$ cat src/rtl/rv32i_multicycle.sv
// rv32i_multicycle: non-pipelined RV32I integer core (OP, OP-IMM, LUI; optional BRANCH/JAL).
// Latency: 4 cycles per instruction after imem_ack is sampled (DECODE, EXECUTE, WRITEBACK, next FETCH).
// Backpressure: FETCH holds imem_req/imem_addr indefinitely until imem_ack; HALT is sticky until rst.
// Optional feature macro: RV32I_MULTICYCLE_BRANCH_EN enables BEQ/BNE/BLT/BGE/BLTU/BGEU and JAL.
module rv32i_multicycle #(
  parameter int              XLEN     = 32,
  parameter int              NREG     = 32,
  parameter logic [XLEN-1:0] RESET_PC = '0
) (
  input  logic            clk,
  input  logic            rst,
  output logic            imem_req,
  output logic [XLEN-1:0] imem_addr,
  input  logic            imem_ack,
  input  logic [31:0]     imem_rdata,
  output logic [XLEN-1:0] result,
  output logic            result_valid,
  output logic            halt,
  output logic            illegal
);

`ifdef RV32I_MULTICYCLE_BRANCH_EN
  localparam bit BR_EN = 1'b1;
`else
  localparam bit BR_EN = 1'b0;
`endif

  // shift-amount width and register-index width actually decoded
  localparam int SHW = (XLEN == 64) ? 6 : 5;
  localparam int RW  = (NREG == 16) ? 4 : 5;

  localparam logic [6:0] OPC_OP     = 7'b0110011;
  localparam logic [6:0] OPC_OPIMM  = 7'b0010011;
  localparam logic [6:0] OPC_LUI    = 7'b0110111;
  localparam logic [6:0] OPC_BRANCH = 7'b1100011;
  localparam logic [6:0] OPC_JAL    = 7'b1101111;
  localparam logic [6:0] OPC_SYSTEM = 7'b1110011;

  typedef enum logic [2:0] {
    S_FETCH,
    S_DECODE,
    S_EXECUTE,
    S_WRITEBACK,
    S_HALT
  } state_t;

  state_t r_state;
  state_t w_next;

  logic [XLEN-1:0] r_pc;
  logic [31:0]     r_ir;
  logic [XLEN-1:0] r_rs1v;
  logic [XLEN-1:0] r_rs2v;
  logic [XLEN-1:0] r_imm;
  logic [XLEN-1:0] r_alu;
  logic [XLEN-1:0] r_npc;
  logic [XLEN-1:0] r_result;
  logic            r_result_valid;
  logic            r_illegal;
  logic [XLEN-1:0] r_rf [NREG];

  logic [6:0]      w_opcode;
  logic [4:0]      w_rd;
  logic [2:0]      w_f3;
  logic [6:0]      w_f7;
  logic [RW-1:0]   w_rs1_idx;
  logic [RW-1:0]   w_rs2_idx;
  logic [RW-1:0]   w_rd_idx;
  logic [XLEN-1:0] w_imm_i;
  logic [XLEN-1:0] w_imm_u;
  logic [XLEN-1:0] w_imm_b;
  logic [XLEN-1:0] w_imm_j;
  logic [XLEN-1:0] w_imm_sel;
  logic [XLEN-1:0] w_rs1v;
  logic [XLEN-1:0] w_rs2v;
  logic            w_shf_hi_zero;
  logic            w_shf_hi_sra;
  logic            w_legal;
  logic            w_sys;
  logic            w_writes;
  logic            w_use_rs1;
  logic            w_use_rs2;
  logic            w_we;
  logic [XLEN-1:0] w_opb;
  logic [SHW-1:0]  w_shamt;
  logic            w_lt;
  logic            w_ltu;
  logic            w_taken;
  logic [XLEN-1:0] w_alu;
  logic [XLEN-1:0] w_npc;
  logic [XLEN-1:0] w_pc_plus4;

  assign w_opcode  = r_ir[6:0];
  assign w_rd      = r_ir[11:7];
  assign w_f3      = r_ir[14:12];
  assign w_f7      = r_ir[31:25];
  assign w_rs1_idx = r_ir[15 +: RW];
  assign w_rs2_idx = r_ir[20 +: RW];
  assign w_rd_idx  = r_ir[7 +: RW];

  // sign-extended immediates for each format
  assign w_imm_i = XLEN'($signed(r_ir[31:20]));
  assign w_imm_u = XLEN'($signed({r_ir[31:12], 12'h000}));
  assign w_imm_b = XLEN'($signed({r_ir[31], r_ir[7], r_ir[30:25], r_ir[11:8], 1'b0}));
  assign w_imm_j = XLEN'($signed({r_ir[31], r_ir[19:12], r_ir[20], r_ir[30:21], 1'b0}));

  // x0 is hardwired to zero on read
  assign w_rs1v = (r_ir[19:15] == 5'd0) ? '0 : r_rf[w_rs1_idx];
  assign w_rs2v = (r_ir[24:20] == 5'd0) ? '0 : r_rf[w_rs2_idx];

  // bits above the shift amount must be zero (SLLI/SRLI) or the SRAI marker
  assign w_shf_hi_zero = (SHW == 5) ? (r_ir[31:25] == 7'h00) : (r_ir[31:26] == 6'h00);
  assign w_shf_hi_sra  = (SHW == 5) ? (r_ir[31:25] == 7'h20) : (r_ir[31:26] == 6'h10);

  assign w_pc_plus4 = r_pc + XLEN'(4);

  // register write only for writing instructions with a non-zero destination
  assign w_we = (r_state == S_WRITEBACK) && w_writes && (w_rd != 5'd0);

  // decode legality, register usage and the immediate selected for this format
  always_comb begin
    w_legal   = 1'b0;
    w_sys     = 1'b0;
    w_writes  = 1'b0;
    w_use_rs1 = 1'b0;
    w_use_rs2 = 1'b0;
    w_imm_sel = w_imm_i;
    case (w_opcode)
      OPC_OP: begin
        w_use_rs1 = 1'b1;
        w_use_rs2 = 1'b1;
        w_writes  = 1'b1;
        w_legal   = (w_f7 == 7'h00) ||
                    ((w_f7 == 7'h20) && ((w_f3 == 3'b000) || (w_f3 == 3'b101)));
      end
      OPC_OPIMM: begin
        w_use_rs1 = 1'b1;
        w_writes  = 1'b1;
        case (w_f3)
          3'b001:  w_legal = w_shf_hi_zero;
          3'b101:  w_legal = w_shf_hi_zero || w_shf_hi_sra;
          default: w_legal = 1'b1;
        endcase
      end
      OPC_LUI: begin
        w_writes  = 1'b1;
        w_legal   = 1'b1;
        w_imm_sel = w_imm_u;
      end
      OPC_BRANCH: begin
        w_use_rs1 = 1'b1;
        w_use_rs2 = 1'b1;
        w_imm_sel = w_imm_b;
        w_legal   = BR_EN && (w_f3 != 3'b010) && (w_f3 != 3'b011);
      end
      OPC_JAL: begin
        w_writes  = 1'b1;
        w_imm_sel = w_imm_j;
        w_legal   = BR_EN;
      end
      OPC_SYSTEM: begin
        w_sys = (r_ir == 32'h0000_0073) || (r_ir == 32'h0010_0073);
      end
      default: ;
    endcase
    // reduced register file: any referenced index with bit 4 set is unsupported
    if ((NREG == 16) &&
        ((w_writes && r_ir[11]) || (w_use_rs1 && r_ir[19]) || (w_use_rs2 && r_ir[24]))) begin
      w_legal = 1'b0;
    end
  end

  // single ALU operation plus branch/jump target resolution
  always_comb begin
    w_opb   = ((w_opcode == OPC_OP) || (w_opcode == OPC_BRANCH)) ? r_rs2v : r_imm;
    w_shamt = w_opb[SHW-1:0];
    w_lt    = $signed(r_rs1v) < $signed(w_opb);
    w_ltu   = r_rs1v < w_opb;
    case (w_f3)
      3'b000:  w_alu = ((w_opcode == OPC_OP) && r_ir[30]) ? (r_rs1v - w_opb) : (r_rs1v + w_opb);
      3'b001:  w_alu = r_rs1v << w_shamt;
      3'b010:  w_alu = XLEN'(w_lt);
      3'b011:  w_alu = XLEN'(w_ltu);
      3'b100:  w_alu = r_rs1v ^ w_opb;
      3'b101:  w_alu = r_ir[30] ? XLEN'($signed(r_rs1v) >>> w_shamt) : (r_rs1v >> w_shamt);
      3'b110:  w_alu = r_rs1v | w_opb;
      default: w_alu = r_rs1v & w_opb;
    endcase
    case (w_f3)
      3'b000:  w_taken = (r_rs1v == r_rs2v);
      3'b001:  w_taken = (r_rs1v != r_rs2v);
      3'b100:  w_taken = w_lt;
      3'b101:  w_taken = !w_lt;
      3'b110:  w_taken = w_ltu;
      default: w_taken = !w_ltu;
    endcase
    w_npc = w_pc_plus4;
    if (w_opcode == OPC_LUI) begin
      w_alu = r_imm;
    end
    if (BR_EN && (w_opcode == OPC_JAL)) begin
      w_alu = w_pc_plus4;
      w_npc = r_pc + r_imm;
    end
    if (BR_EN && (w_opcode == OPC_BRANCH) && w_taken) begin
      w_npc = r_pc + r_imm;
    end
  end

  // state register
  always_ff @(posedge clk or negedge rst) begin
    if (!rst) begin
      r_state <= S_FETCH;
    end else begin
      r_state <= w_next;
    end
  end

  // next-state and fetch request; request is dropped while reset is held
  always_comb begin
    w_next   = r_state;
    imem_req = 1'b0;
    case (r_state)
      S_FETCH: begin
        imem_req = rst;
        if (imem_ack) begin
          w_next = S_DECODE;
        end
      end
      S_DECODE:    w_next = w_legal ? S_EXECUTE : S_HALT;
      S_EXECUTE:   w_next = S_WRITEBACK;
      S_WRITEBACK: w_next = S_FETCH;
      S_HALT:      w_next = S_HALT;
      default:     w_next = S_HALT;
    endcase
  end

  // datapath registers, register file and status outputs
  always_ff @(posedge clk or negedge rst) begin
    if (!rst) begin
      r_pc           <= RESET_PC;
      r_ir           <= '0;
      r_rs1v         <= '0;
      r_rs2v         <= '0;
      r_imm          <= '0;
      r_alu          <= '0;
      r_npc          <= '0;
      r_result       <= '0;
      r_result_valid <= 1'b0;
      r_illegal      <= 1'b0;
      for (int i = 0; i < NREG; i++) begin
        r_rf[i] <= '0;
      end
    end else begin
      r_result_valid <= w_we;
      case (r_state)
        S_FETCH: begin
          if (imem_ack) begin
            r_ir <= imem_rdata;
          end
        end
        S_DECODE: begin
          r_rs1v <= w_rs1v;
          r_rs2v <= w_rs2v;
          r_imm  <= w_imm_sel;
          if (!w_legal) begin
            r_illegal <= !w_sys;
          end
        end
        S_EXECUTE: begin
          r_alu <= w_alu;
          r_npc <= w_npc;
        end
        S_WRITEBACK: begin
          if (w_we) begin
            r_rf[w_rd_idx] <= r_alu;
            r_result       <= r_alu;
          end
          r_pc <= r_npc;
        end
        default: ;
      endcase
    end
  end

  assign imem_addr    = r_pc;
  assign result       = r_result;
  assign result_valid = r_result_valid;
  assign halt         = (r_state == S_HALT);
  assign illegal      = r_illegal;

endmodule
$ cat config.mk
export PLATFORM = sky130hd
export DESIGN_NAME = rv32i_multicycle
export DESIGN_NICKNAME = d
export VERILOG_FILES = /design/src/rtl/rv32i_multicycle.sv
export SDC_FILE = /design/constraint.sdc
export NUM_CORES = 2
export LEC_CHECK = 0
export CAP_MARGIN = 20
export CORE_UTILIZATION = 64
export DETAILED_ROUTE_END_ITERATION = 12
export PLACE_DENSITY = 0.81
export SETUP_SLACK_MARGIN = 0.3
export SLEW_MARGIN = 20
export SYNTH_ARGS = -nofsm -noshare
export SYNTH_HDL_FRONTEND = slang
export SYNTH_SLANG_ARGS = --single-unit
$ cat constraint.sdc
create_clock -name clk -period 6.31 [get_ports clk]
set_input_delay 0.9465 -clock clk [delete_from_list [all_inputs] [get_ports clk]]
set_output_delay 0.9465 -clock clk [all_outputs]
set_load 0.05 [all_outputs]
# Yosys cells after proc, flatten, opt, wreduce, memory -nomap -nowiden
# Cells that the tools add are included.
[totals]
out_inout_bits = 68
wordCells = 128
inputBits = 35
ff_bits = 1285
[classes]
n_shift = 3
muxes = 25
add_sub_neg = 3
n_bitwise = 7
n_lt_le_gt_ge = 6
reduce_logical = 21
eq_ne = 20
[ops]
columns = ["cell", "count"]
rows = [
  ["$bwmux 1024", 1],
  ["$mux 32", 11],
  ["$bmux 32 s5", 2],
  ["$pmux 32 s7", 1],
  ["$demux 32 s5", 1],
  ["$pmux 31 s3", 1],
  ["$lt 32x32->1", 2],
  ["$add 32x3->32 const B", 1],
  ["$add 32x32->32", 1],
  ["$and 32x32->32", 1],
  ["$eq 32x21->1 const B", 1],
  ["$eq 32x7->1 const B", 1],
  ["$or 32x32->32", 1],
  ["$shl 32x5->32", 1],
  ["$shr 32x5->32", 1],
  ["$sshr 32x5->32", 1],
  ["$sub 32x32->32", 1],
  ["$xor 32x32->32", 1],
  ["$eq 7x6->1 const B", 3],
  ["$eq 7x7->1 const B", 3],
  ["$ge 6x6->1 const B", 3],
  ["$not 5->6", 3],
  ["$eq 3x2->1 const B", 4],
  ["$eq 3x3->1 const B", 4],
  ["other kinds (19)", 35],
]

# Longest topological paths before layout
[logic_depth]
ltp_word = 7
ltp_mapped = 21
ltp_nobuf = 15

# Worst setup path after synthesis
# No wires, ideal clock.
[synth_path]
kind = "flip-flop to flip-flop"
from = "register r_ir[3]"
to = "register r_alu[27]"
setup_slack_ns = 1.481
required_time_ns = 6.179
stages_incl_launch_ff = 21
t_arrival_ns = 4.698
synth_period_minus_slack_ns = 4.829
setup_ns = 0.131
path_cell_list = "dfrtp_1 -> or2_2 -> buf_2 -> nor3_4 -> buf_2 -> buf_1 -> buf_1 -> mux2_2 -> inv_1 -> ha_1 -> clkbuf_1 -> inv_1 -> a21oi_1 -> o31ai_1 -> a221o_1 -> or4b_1 -> o211a_1 -> o32a_1 -> xnor2_1 -> a22oi_1 -> o21ai_1"
[synth_between]
elab_chain_len = 7
word_cells_on_any_way = 18
cone_classes = "add/sub (2); eq/ne (3); shift (3); mux (5); bitwise (3); reduce/logical (2)"
[synth_lines]
columns = ["element", "line", "text"]
rows = [
  ["from (decl)", "51", "logic [31:0] r_ir;"],
  ["from (signal assigned)", "259", "r_ir <= imem_rdata;"],
  ["$eq 7x6->1 / $eq 7x7->1 (equally long branches)", "n/a", ""],
  ["$logic_or 1x1->1", "175", "w_opb = ((w_opcode == OPC_OP) || (w_opcode == OPC_BRANCH)) ? r_rs2v : r_imm;"],
  ["$mux 32", "175", ""],
  ["$add 32x32->32 (tied with other cells)", "180", "3'b000: w_alu = ((w_opcode == OPC_OP) && r_ir[30]) ? (r_rs1v - w_opb) : (r_rs1v + w_opb);"],
  ["$mux 32, on equally long branches", "180, 185", ""],
  ["$pmux 32 s7", "179", "case (w_f3)"],
  ["$mux 32 *", "198", "if (w_opcode == OPC_LUI) begin"],
  ["to (signal assigned)", "271", "r_alu <= w_alu;"],
  ["to (decl)", "55", "logic [XLEN-1:0] r_alu;"],
]
# Every way passes the cells marked *; elsewhere a longest branch is shown, timed or not.
# A chain may end at the register's enable or synchronous reset.

# Final worst setup path
[layout_path]
from = "register r_ir[5]"
to = "register r_alu[6]"
# Same word-level chain as after synthesis.

==> report_table.html <==
<table>
<tr><th>Metric</th><th>Value</th></tr>
<tr><th colspan="2">Run status</th></tr>
<tr><td>Result of the run</td><td>finished with violations</td></tr>
<tr><td>Violated checks</td><td>design-rule violations</td></tr>
<tr><th colspan="2">Global routing</th></tr>
<tr><td>Total congestion overflow</td><td>0</td></tr>
<tr><td>Tot GR Track Use</td><td>~47%</td></tr>
<tr><td>Antenna violations before repair</td><td>30</td></tr>
<tr><td>Largest net degree at the start of global routing</td><td>160</td></tr>
<tr><td>Wire length of the first global-routing pass</td><td>403000 µm</td></tr>
<tr><td>Number of global-route vias before repair</td><td>58770</td></tr>
<tr><th colspan="2">Setup path</th></tr>
<tr><td>Reg2Reg Depth</td><td>14</td></tr>
<tr><td>Type of destination of the critical path</td><td>flop</td></tr>
<tr><td>Worst-path fanout max</td><td>13</td></tr>
<tr><td>Endpoint arrival time on the critical path</td><td>6180 ps</td></tr>
<tr><td>WP data required</td><td>7000 ps</td></tr>
<tr><td>Critical path origin</td><td>r_ir[5]$_DFFE_PN0P_</td></tr>
<tr><td>Launch instance of the worst register-to-register path</td><td>r_ir[5]$_DFFE_PN0P_</td></tr>
<tr><td>Type of origin of the critical path</td><td>flop</td></tr>
<tr><td>Critical path class</td><td>flop to flop</td></tr>
<tr><th colspan="2">Yosys</th></tr>
<tr><td>Total of warnings raised by yosys</td><td>0</td></tr>
<tr><td>Most frequently used flop master after synthesis</td><td>sky130_fd_sc_hd__dfrtp_1</td></tr>
<tr><td>Sequential share of the synthesized area</td><td>43.35%</td></tr>
<tr><td>Number of standard cells after synthesis</td><td>6109</td></tr>
<tr><td>Async set-or-reset flop fraction in the synthesized netlist</td><td>100.0%</td></tr>
<tr><td>Number of enable-type register cells in the synthesized netlist</td><td>0</td></tr>
<tr><td>Post-synthesis net count</td><td>6237</td></tr>
<tr><td>Synth Area per Inst</td><td>12.14 µm²</td></tr>
<tr><td>Netlist cell types</td><td>92</td></tr>
<tr><td>Syn Std Cell Area</td><td>~74000 µm²</td></tr>
<tr><td>Yosys reg bits</td><td>1285</td></tr>
<tr><th colspan="2">Clock tree</th></tr>
<tr><td>Post-CTS repair timing setup buffer count</td><td>0</td></tr>
<tr><td>CTS H-tree lvls</td><td>4</td></tr>
<tr><td>Clock Pin Slew Worst Setup and Hold Paths</td><td>~60 ps</td></tr>
<tr><td>CTS hold repair buffers</td><td>0</td></tr>
<tr><td>Total number of clock tree sinks</td><td>about 1300</td></tr>
<tr><td>CTS Root Buffer Type</td><td>sky130_fd_sc_hd__clkbuf_16</td></tr>
<tr><td>Maximum buffer depth of the clock tree</td><td>3</td></tr>
<tr><td>Worst-Skew Late Latency</td><td>790 ps</td></tr>
<tr><td>Clock tree from TritonCTS</td><td>yes</td></tr>
<tr><td>Number of gates resized after CTS</td><td>0</td></tr>
<tr><td>Number of buffers created by CTS</td><td>around 140</td></tr>
<tr><th colspan="2">Routing</th></tr>
<tr><td>DR vias/cell</td><td>7.627</td></tr>
<tr><td>Wirelength, routed</td><td>276400 µm</td></tr>
<tr><td>Vias after detailed routing</td><td>57630</td></tr>
<tr><td>Wirelength per Cell</td><td>approximately 37 µm</td></tr>
<tr><td>Remaining DRCs</td><td>10</td></tr>
<tr><td>Number of optimization iterations in the first detailed-route pass</td><td>10</td></tr>
<tr><td>Initial detailed-routing violation count</td><td>approximately 7600</td></tr>
<tr><td>Detail Route Antenna Nets</td><td>0</td></tr>
<tr><th colspan="2">Timing</th></tr>
<tr><td>Actual slew at the worst max-slew pin</td><td>1204 ps</td></tr>
<tr><td>Hold violation total from the final report</td><td>0</td></tr>
<tr><td>Fin Hold WS</td><td>33.62 ps</td></tr>
<tr><td>Total negative setup slack</td><td>0 ps</td></tr>
<tr><td>Final-report setup violation count</td><td>0</td></tr>
<tr><td>Achievable Freq</td><td>0.1821 GHz</td></tr>
<tr><td>Max Clock Skew</td><td>42.00 ps</td></tr>
<tr><td>Setup repair after global routing missed its margin</td><td>false</td></tr>
<tr><td>Final Cycle Share</td><td>about 87%</td></tr>
<tr><td>Final worst path period need</td><td>5491 ps</td></tr>
<tr><td>Tightest slew margin relative to the limit</td><td>19.71%</td></tr>
<tr><td>Max-slew violation count</td><td>0</td></tr>
<tr><th colspan="2">Die</th></tr>
<tr><td>Effective utilization at floorplan</td><td>64.70%</td></tr>
<tr><td>Floorplan Core Area</td><td>114700 µm²</td></tr>
<tr><td>Floorplan die area</td><td>117300 µm²</td></tr>
<tr><td>Top-Level Pins</td><td>between 100 and 150</td></tr>
<tr><td>Chip Height</td><td>342.5 µm</td></tr>
<tr><td>Standard-cell rows</td><td>124</td></tr>
<tr><td>Die Span X</td><td>342.5 µm</td></tr>
<tr><th colspan="2">Place</th></tr>
<tr><td>Weighted congestion at the end of routability-driven global placement</td><td>1.085</td></tr>
<tr><td>IO buf count</td><td>102</td></tr>
<tr><td>Post-DP HPWL</td><td>174100 µm</td></tr>
<tr><td>Placed Area</td><td>76460 µm²</td></tr>
<tr><th colspan="2">Run</th></tr>
<tr><td>Max-cap violations</td><td>0</td></tr>
<tr><th colspan="2">Pwr</th></tr>
<tr><td>Power per Cell Area</td><td>387.2 nW/µm²</td></tr>
<tr><td>Maximum resistive drop on vdd</td><td>0.7267 mV</td></tr>
<tr><td>Static Leak</td><td>approximately 37 nW</td></tr>
<tr><th colspan="2">Hold path</th></tr>
<tr><td>Hold WC Path Type</td><td>input port to asynchronous set/reset pin</td></tr>
<tr><th colspan="2">Final layout</th></tr>
<tr><td>Leading cell types in the layout, fill and taps excluded</td><td>sky130_fd_sc_hd__dfrtp_1 (1259), sky130_fd_sc_hd__mux2_2 (1141), sky130_fd_sc_hd__mux4_2 (452)</td></tr>
<tr><td>Final design area excluding fillers</td><td>81280 µm²</td></tr>
<tr><td>Nets</td><td>6053</td></tr>
<tr><td>Share of layout cells above drive strength 1</td><td>34.59%</td></tr>
<tr><td>Leading cell type in the layout, fill and taps excluded</td><td>sky130_fd_sc_hd__dfrtp_1</td></tr>
<tr><td>Layout Area Growth over Synthesis</td><td>9.568%</td></tr>
</table>
==> registers in the layout, summed over array words and instances (netlist names) <==
name,flops
result_valid,1
r_state,3
r_npc,32
r_rs1v,32
illegal,1
r_rs2v,32
r_alu,32
r_imm,32
result,32
r_ir,32
r_rf,1024
imem_addr,32
==> stage by stage <==
stage,std cells,setup WS (ps),power [W],util (%)
final,7556,819.2,0.03147,70.89
after floorplan,6109,1481,0.01758,-
after CTS,7548,979.6,0.03096,70.83
after global routing,7550,717.3,0.03224,70.88
after global placement,7296,1086,0.02257,66.68
after detailed placement,7296,1024,0.02250,66.68
==> path summary, 6_finish.rpt <==
check	endpoint	slack (ps)
min in group clk	r_rf[993]$_DFFE_PN0P_	400
max reg2reg	r_alu[6]$_DFFE_PN0N_	820
max in group asynchronous	r_ir[21]$_DFFE_PN0P_	4010
min reg2reg	r_rf[993]$_DFFE_PN0P_	400
max	r_alu[6]$_DFFE_PN0N_	820
min	r_rf[998]$_DFFE_PN0P_	30
==> metal layers <==
layer | track usage, % | vias to the layer above | routed length [µm]
met1 | 62.35 | 29490 | 101300
met3 | 14.81 | 1167 | 33950
met4 | 27.73 | 20 | 18690
li1 | - | 22640 | -
met5 | 0 | - | 139
met2 | 69.84 | 4314 | 122300
==> where the power goes <==
part	switching (W)	total (W)	internal (W)	leakage, nW
Sequential	0.00114	0.00965	0.00850	17.8
Combinational	0.00894	0.0133	0.00439	17.2
Clock	0.00362	0.00849	0.00486	2.33
Total	0.0137	0.0315	0.0178	37.3
==> cell usage after synthesis, types with 16 or more instances <==
master	instances	area share [%]
sky130_fd_sc_hd__nand2b_1	21	0.18
sky130_fd_sc_hd__o211ai_1	22	0.22
sky130_fd_sc_hd__mux2_2	1141	17
sky130_fd_sc_hd__a211oi_1	36	0.36
sky130_fd_sc_hd__o21ai_0	248	1.7
sky130_fd_sc_hd__o31ai_1	21	0.21
sky130_fd_sc_hd__inv_1	100	0.51
sky130_fd_sc_hd__buf_1	152	0.77
sky130_fd_sc_hd__buf_2	21	0.14
sky130_fd_sc_hd__a21oi_1	325	2.2
sky130_fd_sc_hd__a22o_1	20	0.24
sky130_fd_sc_hd__xor2_1	29	0.34
sky130_fd_sc_hd__nor2_1	200	1.0
sky130_fd_sc_hd__xnor2_1	37	0.44
sky130_fd_sc_hd__nand2_1	416	2.1
sky130_fd_sc_hd__o221ai_1	77	0.91
sky130_fd_sc_hd__and3_1	25	0.21
sky130_fd_sc_hd__o22ai_1	113	0.95
sky130_fd_sc_hd__nor4_1	16	0.13
sky130_fd_sc_hd__ha_1	92	1.6
sky130_fd_sc_hd__a221oi_1	25	0.30
sky130_fd_sc_hd__mux2_1	17	0.26
sky130_fd_sc_hd__a22oi_1	26	0.26
sky130_fd_sc_hd__a31oi_1	33	0.28
sky130_fd_sc_hd__nand3_1	66	0.45
sky130_fd_sc_hd__mux2i_1	324	4.4
sky130_fd_sc_hd__dfrtp_1	1285	43
sky130_fd_sc_hd__nand4_1	18	0.15
sky130_fd_sc_hd__nor3_1	94	0.63
sky130_fd_sc_hd__mux4_2	452	14
sky130_fd_sc_hd__clkbuf_1	407	2.1
sky130_fd_sc_hd__nor2b_1	19	0.16
==> worst max-delay path, cell delays in order (launching register included) <==
cell	delay, ps
sky130_fd_sc_hd__dfrtp_1	420
sky130_fd_sc_hd__nand3_1	320
sky130_fd_sc_hd__nor3_4	890
sky130_fd_sc_hd__mux2i_4	400
sky130_fd_sc_hd__inv_2	240
sky130_fd_sc_hd__ha_1	380
sky130_fd_sc_hd__inv_1	90
sky130_fd_sc_hd__ha_1	150
sky130_fd_sc_hd__nor3_1	80
sky130_fd_sc_hd__o221a_2	420
sky130_fd_sc_hd__o41ai_1	990
sky130_fd_sc_hd__xnor2_1	240
sky130_fd_sc_hd__a211oi_1	110
sky130_fd_sc_hd__o311ai_1	460
sky130_fd_sc_hd__o21a_1	200
==> cell type report <==
class                      instances  area, µm²
timing repair buffer             266       2477
tap                             1512       1892
fill                            7386      33370
sequential                      1285      32210
clock buffer                     196       4013
antenna                            7      17.52
multi-input combinational       4128      39530
inverter                         106      397.9
clock inverter                    56      745.7
==> kinds of logic after synthesis <==
kind of cell               Yosys count  share of synthesized area [%]
AOI/OAI and AO/OA                 1096                          9.305
buffers and inverters              696                          3.623
muxes                             1935                          35.70
xor gates and xnor gates            67                         0.8012
and+or+nand+nor                    937                          5.642
DFF                               1285                          43.35
adders and majority gates           93                          1.579
(Power assumes the default switching activity.)
